$ cat config.mk
export PLATFORM = sky130hd
export DESIGN_NAME = match_flow_controller
export DESIGN_NICKNAME = d
export VERILOG_FILES = /design/src/rtl/match_flow_controller_pkg.sv /design/src/rtl/match_flow_controller_counter.sv /design/src/rtl/match_flow_controller.sv
export SDC_FILE = /design/constraint.sdc
export NUM_CORES = 1
export LEC_CHECK = 0
export CAP_MARGIN = 20
export CORE_MARGIN = 4
export CORE_UTILIZATION = 49
export DETAILED_ROUTE_END_ITERATION = 8
export GPL_TIMING_DRIVEN = 1
export PLACE_DENSITY = 0.88
export RECOVER_POWER = 25
export SKIP_LAST_GASP = 1
export SYNTH_ARGS = -nofsm -noshare
export SYNTH_HDL_FRONTEND = slang
export SYNTH_HIERARCHICAL = 1
export SYNTH_SLANG_ARGS = --single-unit
$ cat constraint.sdc
create_clock -name clk_game -period 2.95 [get_ports clk_game]
set_input_delay 0.59 -clock clk_game [delete_from_list [all_inputs] [get_ports clk_game]]
set_output_delay 0.59 -clock clk_game [all_outputs]
set_load 0.02 [all_outputs]
$ cat src/rtl/match_flow_controller_pkg.sv
// Shared definitions for the match flow controller: state and winner encodings
// (same numbering the renderer and HUD decode) and a saturating score helper.
package match_flow_controller_pkg;

  typedef enum logic [2:0] {
    STATE_MENU       = 3'd0,
    STATE_COUNTDOWN  = 3'd1,
    STATE_GAMEPLAY   = 3'd2,
    STATE_MATCH_OVER = 3'd3,
    STATE_PAUSE      = 3'd4,
    STATE_ROUND_END  = 3'd5,
    STATE_RSVD6      = 3'd6,
    STATE_RSVD7      = 3'd7
  } state_t;

  typedef enum logic [1:0] {
    WINNER_NONE = 2'd0,
    WINNER_P1   = 2'd1,
    WINNER_P2   = 2'd2
  } winner_t;

  function automatic logic [3:0] sat_inc(input logic [3:0] score, input logic [3:0] limit);
    return (score >= limit) ? limit : score + 4'd1;
  endfunction

endpackage

$ cat src/rtl/match_flow_controller_counter.sv
// Loadable down-counter that stops at zero; used for the countdown timer and
// the round-end hold.
module flow_tick_counter #(
  parameter int unsigned W = 8
) (
  input  logic         clk_game,
  input  logic         reset,
  input  logic         i_load,
  input  logic [W-1:0] i_load_val,
  input  logic         i_dec,
  output logic [W-1:0] o_count,
  output logic         o_zero
);

  logic [W-1:0] r_count;

  always_ff @(posedge clk_game or posedge reset) begin
    if (reset) begin
      r_count <= '0;
    end else if (i_load) begin
      r_count <= i_load_val;
    end else if (i_dec && (r_count != '0)) begin
      r_count <= r_count - W'(1);
    end
  end

  assign o_count = r_count;
  assign o_zero  = (r_count == '0);

endmodule

$ cat src/rtl/match_flow_controller.sv
// Top-level game-flow FSM: menu, countdown, gameplay with pause, round-end hold
// and best-of-N match scoring. Control outputs are Moore-decoded from state.
module match_flow_controller
  import match_flow_controller_pkg::*;
#(
  parameter int unsigned TICKS_PER_SEC   = 60,
  parameter int unsigned COUNT_SECS      = 3,
  parameter int unsigned ROUNDS_TO_WIN   = 2,
  parameter int unsigned ROUND_END_TICKS = 120
) (
  input  logic       clk_game,
  input  logic       reset,
  input  logic       btn_confirm,
  input  logic       btn_pause,
  input  logic       mode_2p,
  input  logic       round_over,
  input  logic       round_winner_p2,
  input  logic       round_draw,
  output logic [2:0] game_state,
  output logic [7:0] countdown_value,
  output logic       game_mode_1p,
  output logic       start_round,
  output logic       reset_gameplay,
  output logic       timer_enable,
  output logic       timer_reset,
  output logic [3:0] p1_score,
  output logic [3:0] p2_score,
  output logic [1:0] match_winner
);

  localparam int unsigned CD_TICKS  = COUNT_SECS * TICKS_PER_SEC;
  localparam int unsigned CD_W      = $clog2(CD_TICKS + 1);
  localparam int unsigned HOLD_W    = $clog2(ROUND_END_TICKS + 1);
  localparam logic [3:0]  WIN_SCORE = 4'(ROUNDS_TO_WIN);

  state_t      r_state, w_next_state;
  logic [3:0]  r_p1_score, r_p2_score, w_p1_nxt, w_p2_nxt, w_p1_inc, w_p2_inc;
  winner_t     r_match_winner, w_winner_nxt;
  logic        r_mode_1p, w_mode_1p_nxt;
  logic        r_confirm_prev, r_pause_prev;
  logic        w_confirm_edge, w_pause_edge;
  logic        w_cd_load, w_cd_dec, w_cd_zero;
  logic        w_hold_load, w_hold_dec, w_hold_zero;
  logic [CD_W-1:0]   w_cd_count;
  logic [HOLD_W-1:0] w_hold_count_unused;

  assign w_confirm_edge = btn_confirm & ~r_confirm_prev;
  assign w_pause_edge   = btn_pause & ~r_pause_prev;
  assign w_p1_inc       = sat_inc(r_p1_score, WIN_SCORE);
  assign w_p2_inc       = sat_inc(r_p2_score, WIN_SCORE);

  flow_tick_counter #(.W(CD_W)) u_cd_timer (
    .clk_game   (clk_game),
    .reset      (reset),
    .i_load     (w_cd_load),
    .i_load_val (CD_W'(CD_TICKS)),
    .i_dec      (w_cd_dec),
    .o_count    (w_cd_count),
    .o_zero     (w_cd_zero)
  );

  flow_tick_counter #(.W(HOLD_W)) u_round_end_hold (
    .clk_game   (clk_game),
    .reset      (reset),
    .i_load     (w_hold_load),
    .i_load_val (HOLD_W'(ROUND_END_TICKS)),
    .i_dec      (w_hold_dec),
    .o_count    (w_hold_count_unused),
    .o_zero     (w_hold_zero)
  );

  always_ff @(posedge clk_game or posedge reset) begin
    if (reset) begin
      r_state        <= STATE_MENU;
      r_p1_score     <= '0;
      r_p2_score     <= '0;
      r_match_winner <= WINNER_NONE;
      r_mode_1p      <= 1'b0;
      r_confirm_prev <= 1'b0;
      r_pause_prev   <= 1'b0;
    end else begin
      r_state        <= w_next_state;
      r_p1_score     <= w_p1_nxt;
      r_p2_score     <= w_p2_nxt;
      r_match_winner <= w_winner_nxt;
      r_mode_1p      <= w_mode_1p_nxt;
      r_confirm_prev <= btn_confirm;
      r_pause_prev   <= btn_pause;
    end
  end

  always_comb begin
    w_next_state    = r_state;
    w_p1_nxt        = r_p1_score;
    w_p2_nxt        = r_p2_score;
    w_winner_nxt    = r_match_winner;
    w_mode_1p_nxt   = r_mode_1p;
    w_cd_dec        = 1'b0;
    w_hold_dec      = 1'b0;
    countdown_value = 8'hFF;
    start_round     = 1'b0;
    reset_gameplay  = 1'b1;
    timer_enable    = 1'b0;
    timer_reset     = 1'b0;

    case (r_state)
      STATE_MENU: begin
        timer_reset   = 1'b1;
        w_mode_1p_nxt = ~mode_2p;
        if (w_confirm_edge) begin
          w_next_state = STATE_COUNTDOWN;
          w_p1_nxt     = '0;
          w_p2_nxt     = '0;
          w_winner_nxt = WINNER_NONE;
        end
      end
      STATE_COUNTDOWN: begin
        timer_reset     = 1'b1;
        w_cd_dec        = 1'b1;
        countdown_value = 8'((32'(w_cd_count) + TICKS_PER_SEC - 1) / TICKS_PER_SEC);
        if (w_cd_zero) begin
          start_round  = 1'b1;
          w_next_state = STATE_GAMEPLAY;
        end
      end
      STATE_GAMEPLAY: begin
        reset_gameplay = 1'b0;
        timer_enable   = 1'b1;
        // round_over outranks a simultaneous pause edge
        if (round_over) begin
          w_next_state = STATE_ROUND_END;
          if (!round_draw && !round_winner_p2) begin
            w_p1_nxt = w_p1_inc;
            if (w_p1_inc == WIN_SCORE) begin
              w_next_state = STATE_MATCH_OVER;
              w_winner_nxt = WINNER_P1;
            end
          end else if (!round_draw) begin
            w_p2_nxt = w_p2_inc;
            if (w_p2_inc == WIN_SCORE) begin
              w_next_state = STATE_MATCH_OVER;
              w_winner_nxt = WINNER_P2;
            end
          end
        end else if (w_pause_edge) begin
          w_next_state = STATE_PAUSE;
        end
      end
      STATE_PAUSE: begin
        reset_gameplay = 1'b0;
        if (w_pause_edge) w_next_state = STATE_GAMEPLAY;
      end
      STATE_ROUND_END: begin
        w_hold_dec = 1'b1;
        if (w_hold_zero) w_next_state = STATE_COUNTDOWN;
      end
      STATE_MATCH_OVER: begin
        reset_gameplay = 1'b0;
        timer_enable   = 1'b1;
        if (w_confirm_edge) w_next_state = STATE_MENU;
      end
      default: begin
        timer_reset  = 1'b1;
        w_next_state = STATE_MENU;
      end
    endcase

    w_cd_load   = (w_next_state == STATE_COUNTDOWN) && (r_state != STATE_COUNTDOWN);
    w_hold_load = (w_next_state == STATE_ROUND_END) && (r_state != STATE_ROUND_END);
  end

  assign game_state   = r_state;
  assign game_mode_1p = r_mode_1p;
  assign p1_score     = r_p1_score;
  assign p2_score     = r_p2_score;
  assign match_winner = r_match_winner;

endmodule
==> results_dict.tcl <==
set metrics [dict create \
    grt_max_degree 17 \
    grt_overflow 0 \
    clockRootBuffer "clkbuf_8" \
    place_ws_ns -0.170 \
    numCtsBuffers 5 \
    setup_ws_ns 0.0796 \
    fmax_mhz 348 \
    cp-start-kind "flip-flop" \
    end_kind "primary output" \
    syn_avg_cell_area_um2 8.63 \
    grt_pass1_vias 2100 \
    die-area_um2 5920 \
    p_leak_nw 1.28 \
    relSlewSlack_pct 56.3 \
    drcViolationCount 0 \
    p_total_mw 3.33 \
    cts_tree "built" \
    route.antenna.remaining_nets 0 \
    cp_max_fo 6 \
    ios 34 \
    routed_wl_um 5610 \
    synth_cells 270 \
    placementRows 24 \
    synth-edff-count 0 \
    n_antenna_cell 0 \
    tns_ns 0 \
    vdd_drop_max_v 0.000489 \
    viasPerCell 5.73 \
    hp-class "flip-flop to flip-flop" \
    rsz0062_at_grt "yes" \
    finClkSkew_ns 0.0122 \
    worstPathArrival_ns 2.28 \
    firstDrtPassIters 4 \
    clockBufferDepth 2 \
    hpwl_um 4110 \
    crit_chain "buf_4, o21a_1, a31o_2, a31oi_2, xnor2_1, nor3b_1, nand3b_1, buf_6" \
    final_nets 353 \
    start_util_pct 52.1 \
    seq_area_frac_synth_pct 33.3 \
    area_growth_pct 30.6 \
    crit_type "flip-flop to primary output" \
    clk_pin_slew_ns 0.07 \
    async_reset_ff_share_pct 100 \
    clk_latency_ns 0.29 \
    report.final.slew_viol_count 0 \
    gp_congestion 0.873 \
    layout-drive-gt1-share_pct 19.6 \
    cap_viol_max_count 0 \
    antenna_found_initial 0 \
    powerDensity_nw_per_um2 1100 \
    drtIter0Drc 179 \
    outcome "complete, no violations" \
    nFillCells 333 \
    grtUsageTotal_pct 19.0 \
    die_h_um 77.0 \
    syn-cell-area_um2 2330 \
    max_stage_delay_ns 0.42 \
    fin_crit_ns 2.87 \
    ys.flop_type "dfrtp_1" \
    synth-seq-cells 31 \
    synth_warnings 6 \
    htree_levels 2 \
    period_share_pct 97.3 \
    crit_required_ns 2.36 \
    finalHoldViolCount 0 \
    setup_viol 0 \
    routedWlPerCell_um 14.5 \
    fp.coreArea_um2 4470 \
    rrSetupSlack_ns 0.10 \
    path_buf_inv 2 \
    dieWidth_um 77.0 \
    vias 2225 \
    grt_pass1_wl_um 9260 \
    cpLargestDelayFamily "compound AO/OA/AOI/OAI gates" \
    cts_num_sinks 31 \
    final_cell_mix "28 x nand2_1, 28 x dfrtp_1, 26 x clkdlybuf4s50_1, 22 x buf_4, 18 x nor2_1" \
    slowest_stage "dfrtp_1" \
    synth_cell_type_count 68 \
    fin_util_pct 68.0 \
    tightest_slew_ns 0.654 \
    port_buffers 33 \
]
-- cell usage after synthesis (5+ instances only) --
library cell / number / area share [%]
nand2_1: 28 / 4.5
nor2b_1: 9 / 2.4
o21ai_0: 13 / 2.8
ha_1: 10 / 5.4
nor3_1: 5 / 1.1
a21oi_1: 17 / 3.7
nand2b_1: 6 / 1.6
dfrtp_1: 31 / 33
xnor2_1: 6 / 2.3
nor2_1: 19 / 3.1
nand3_1: 8 / 1.7
inv_1: 17 / 2.7
clkbuf_1: 6 / 0.97
-- flip-flops by register name, summed over array words and instances, names as in the netlist --
name / cells
r_pause_prev: 1
p2_score: 4
u_round_end_hold/o_count: 7
game_mode_1p: 1
u_cd_timer/o_count: 8
p1_score: 4
game_state: 3
match_winner: 2
r_confirm_prev: 1
-- power by group --
part	total [mW]	switching (mW)	internal (mW)	leakage, nW
registers	0.747	0.183	0.564	0.382
clock network	0.437	0.164	0.273	0.0612
logic	2.15	1.16	0.993	0.841
total	3.33	1.50	1.83	1.28
-- per-layer routing --
metal	vias up	share of wire, %	track usage, %
met5	-	0	0
met4	0	1.4	7.07
met3	8	6.1	4.33
met2	69	50	32.8
met1	1046	43	23.0
li1	1102	-	-
-- worst paths after layout --
| path | startpoint | end | cells past startpoint |
|---|---|---|---|
| max in group asynchronous | reset | p1_score[1] | 2 |
| hold / removal | game_mode_1p | game_mode_1p | 2 |
| setup reg to reg | p2_score[0] | u_cd_timer/o_count[4] | 10 |
| setup / recovery | u_cd_timer/o_count[1] | countdown_value[1] | 8 |
| hold reg to reg | game_mode_1p | game_mode_1p | 2 |
| min in group asynchronous | reset | u_round_end_hold/o_count[2] | 2 |
-- what timing repair did --
| action | CTS | global route |
|---|---|---|
| cloned | 0 | 0 |
| resized for setup | 10 | 16 |
| endpoints found under the hold margin | 0 | 0 |
| endpoints found under the setup margin | 5 | 7 |
| pin swaps | 0 | 3 |
| buffers inserted | 0 | 6 |
| hold buffers | 0 | 0 |
-- final cells by class --
| class | instances | area [µm²] | share of cell area [%] |
|---|---|---|---|
| tap | 52 | 65.1 | 2.14 |
| inverter | 19 | 71.3 | 2.34 |
| timing repair buffer | 56 | 493 | 16.2 |
| clock buffer | 6 | 82.6 | 2.71 |
| clock inverter | 2 | 35.0 | 1.15 |
| multi-input combinational | 222 | 1520 | 49.8 |
| sequential | 31 | 779 | 25.6 |
-- per-stage QoR --
step / instance area, µm² / std cells / hold slack [ns]
after floorplan: 2380 / 283 / 0.393
after global placement: 2830 / 374 / 0.489
after detailed placement: 2830 / 374 / 0.524
after CTS: 2960 / 382 / 0.541
after global routing: 3040 / 388 / 0.583
final: 3040 / 388 / 0.538
-- worst min-delay path, delay by kind of cell (launching register included) --
kind	cells	cell delay (ns)
compound gates	1	0.10
flops	1	0.35
simple gates	1	0.05
-- cells by family (layout without fill, tap and decap cells) --
logic type	after synthesis	count (layout)	share of synthesized area (%)
simple gates	113	113	29.0
compound gates	71	71	20.7
flops	31	31	33.3
buf+inv	30	83	6.01
fa+ha+maj	10	10	5.37
xor+xnor	8	8	3.01
mux	5	5	2.26
other cells	2	15	0.322
(Power assumes the default switching activity.)
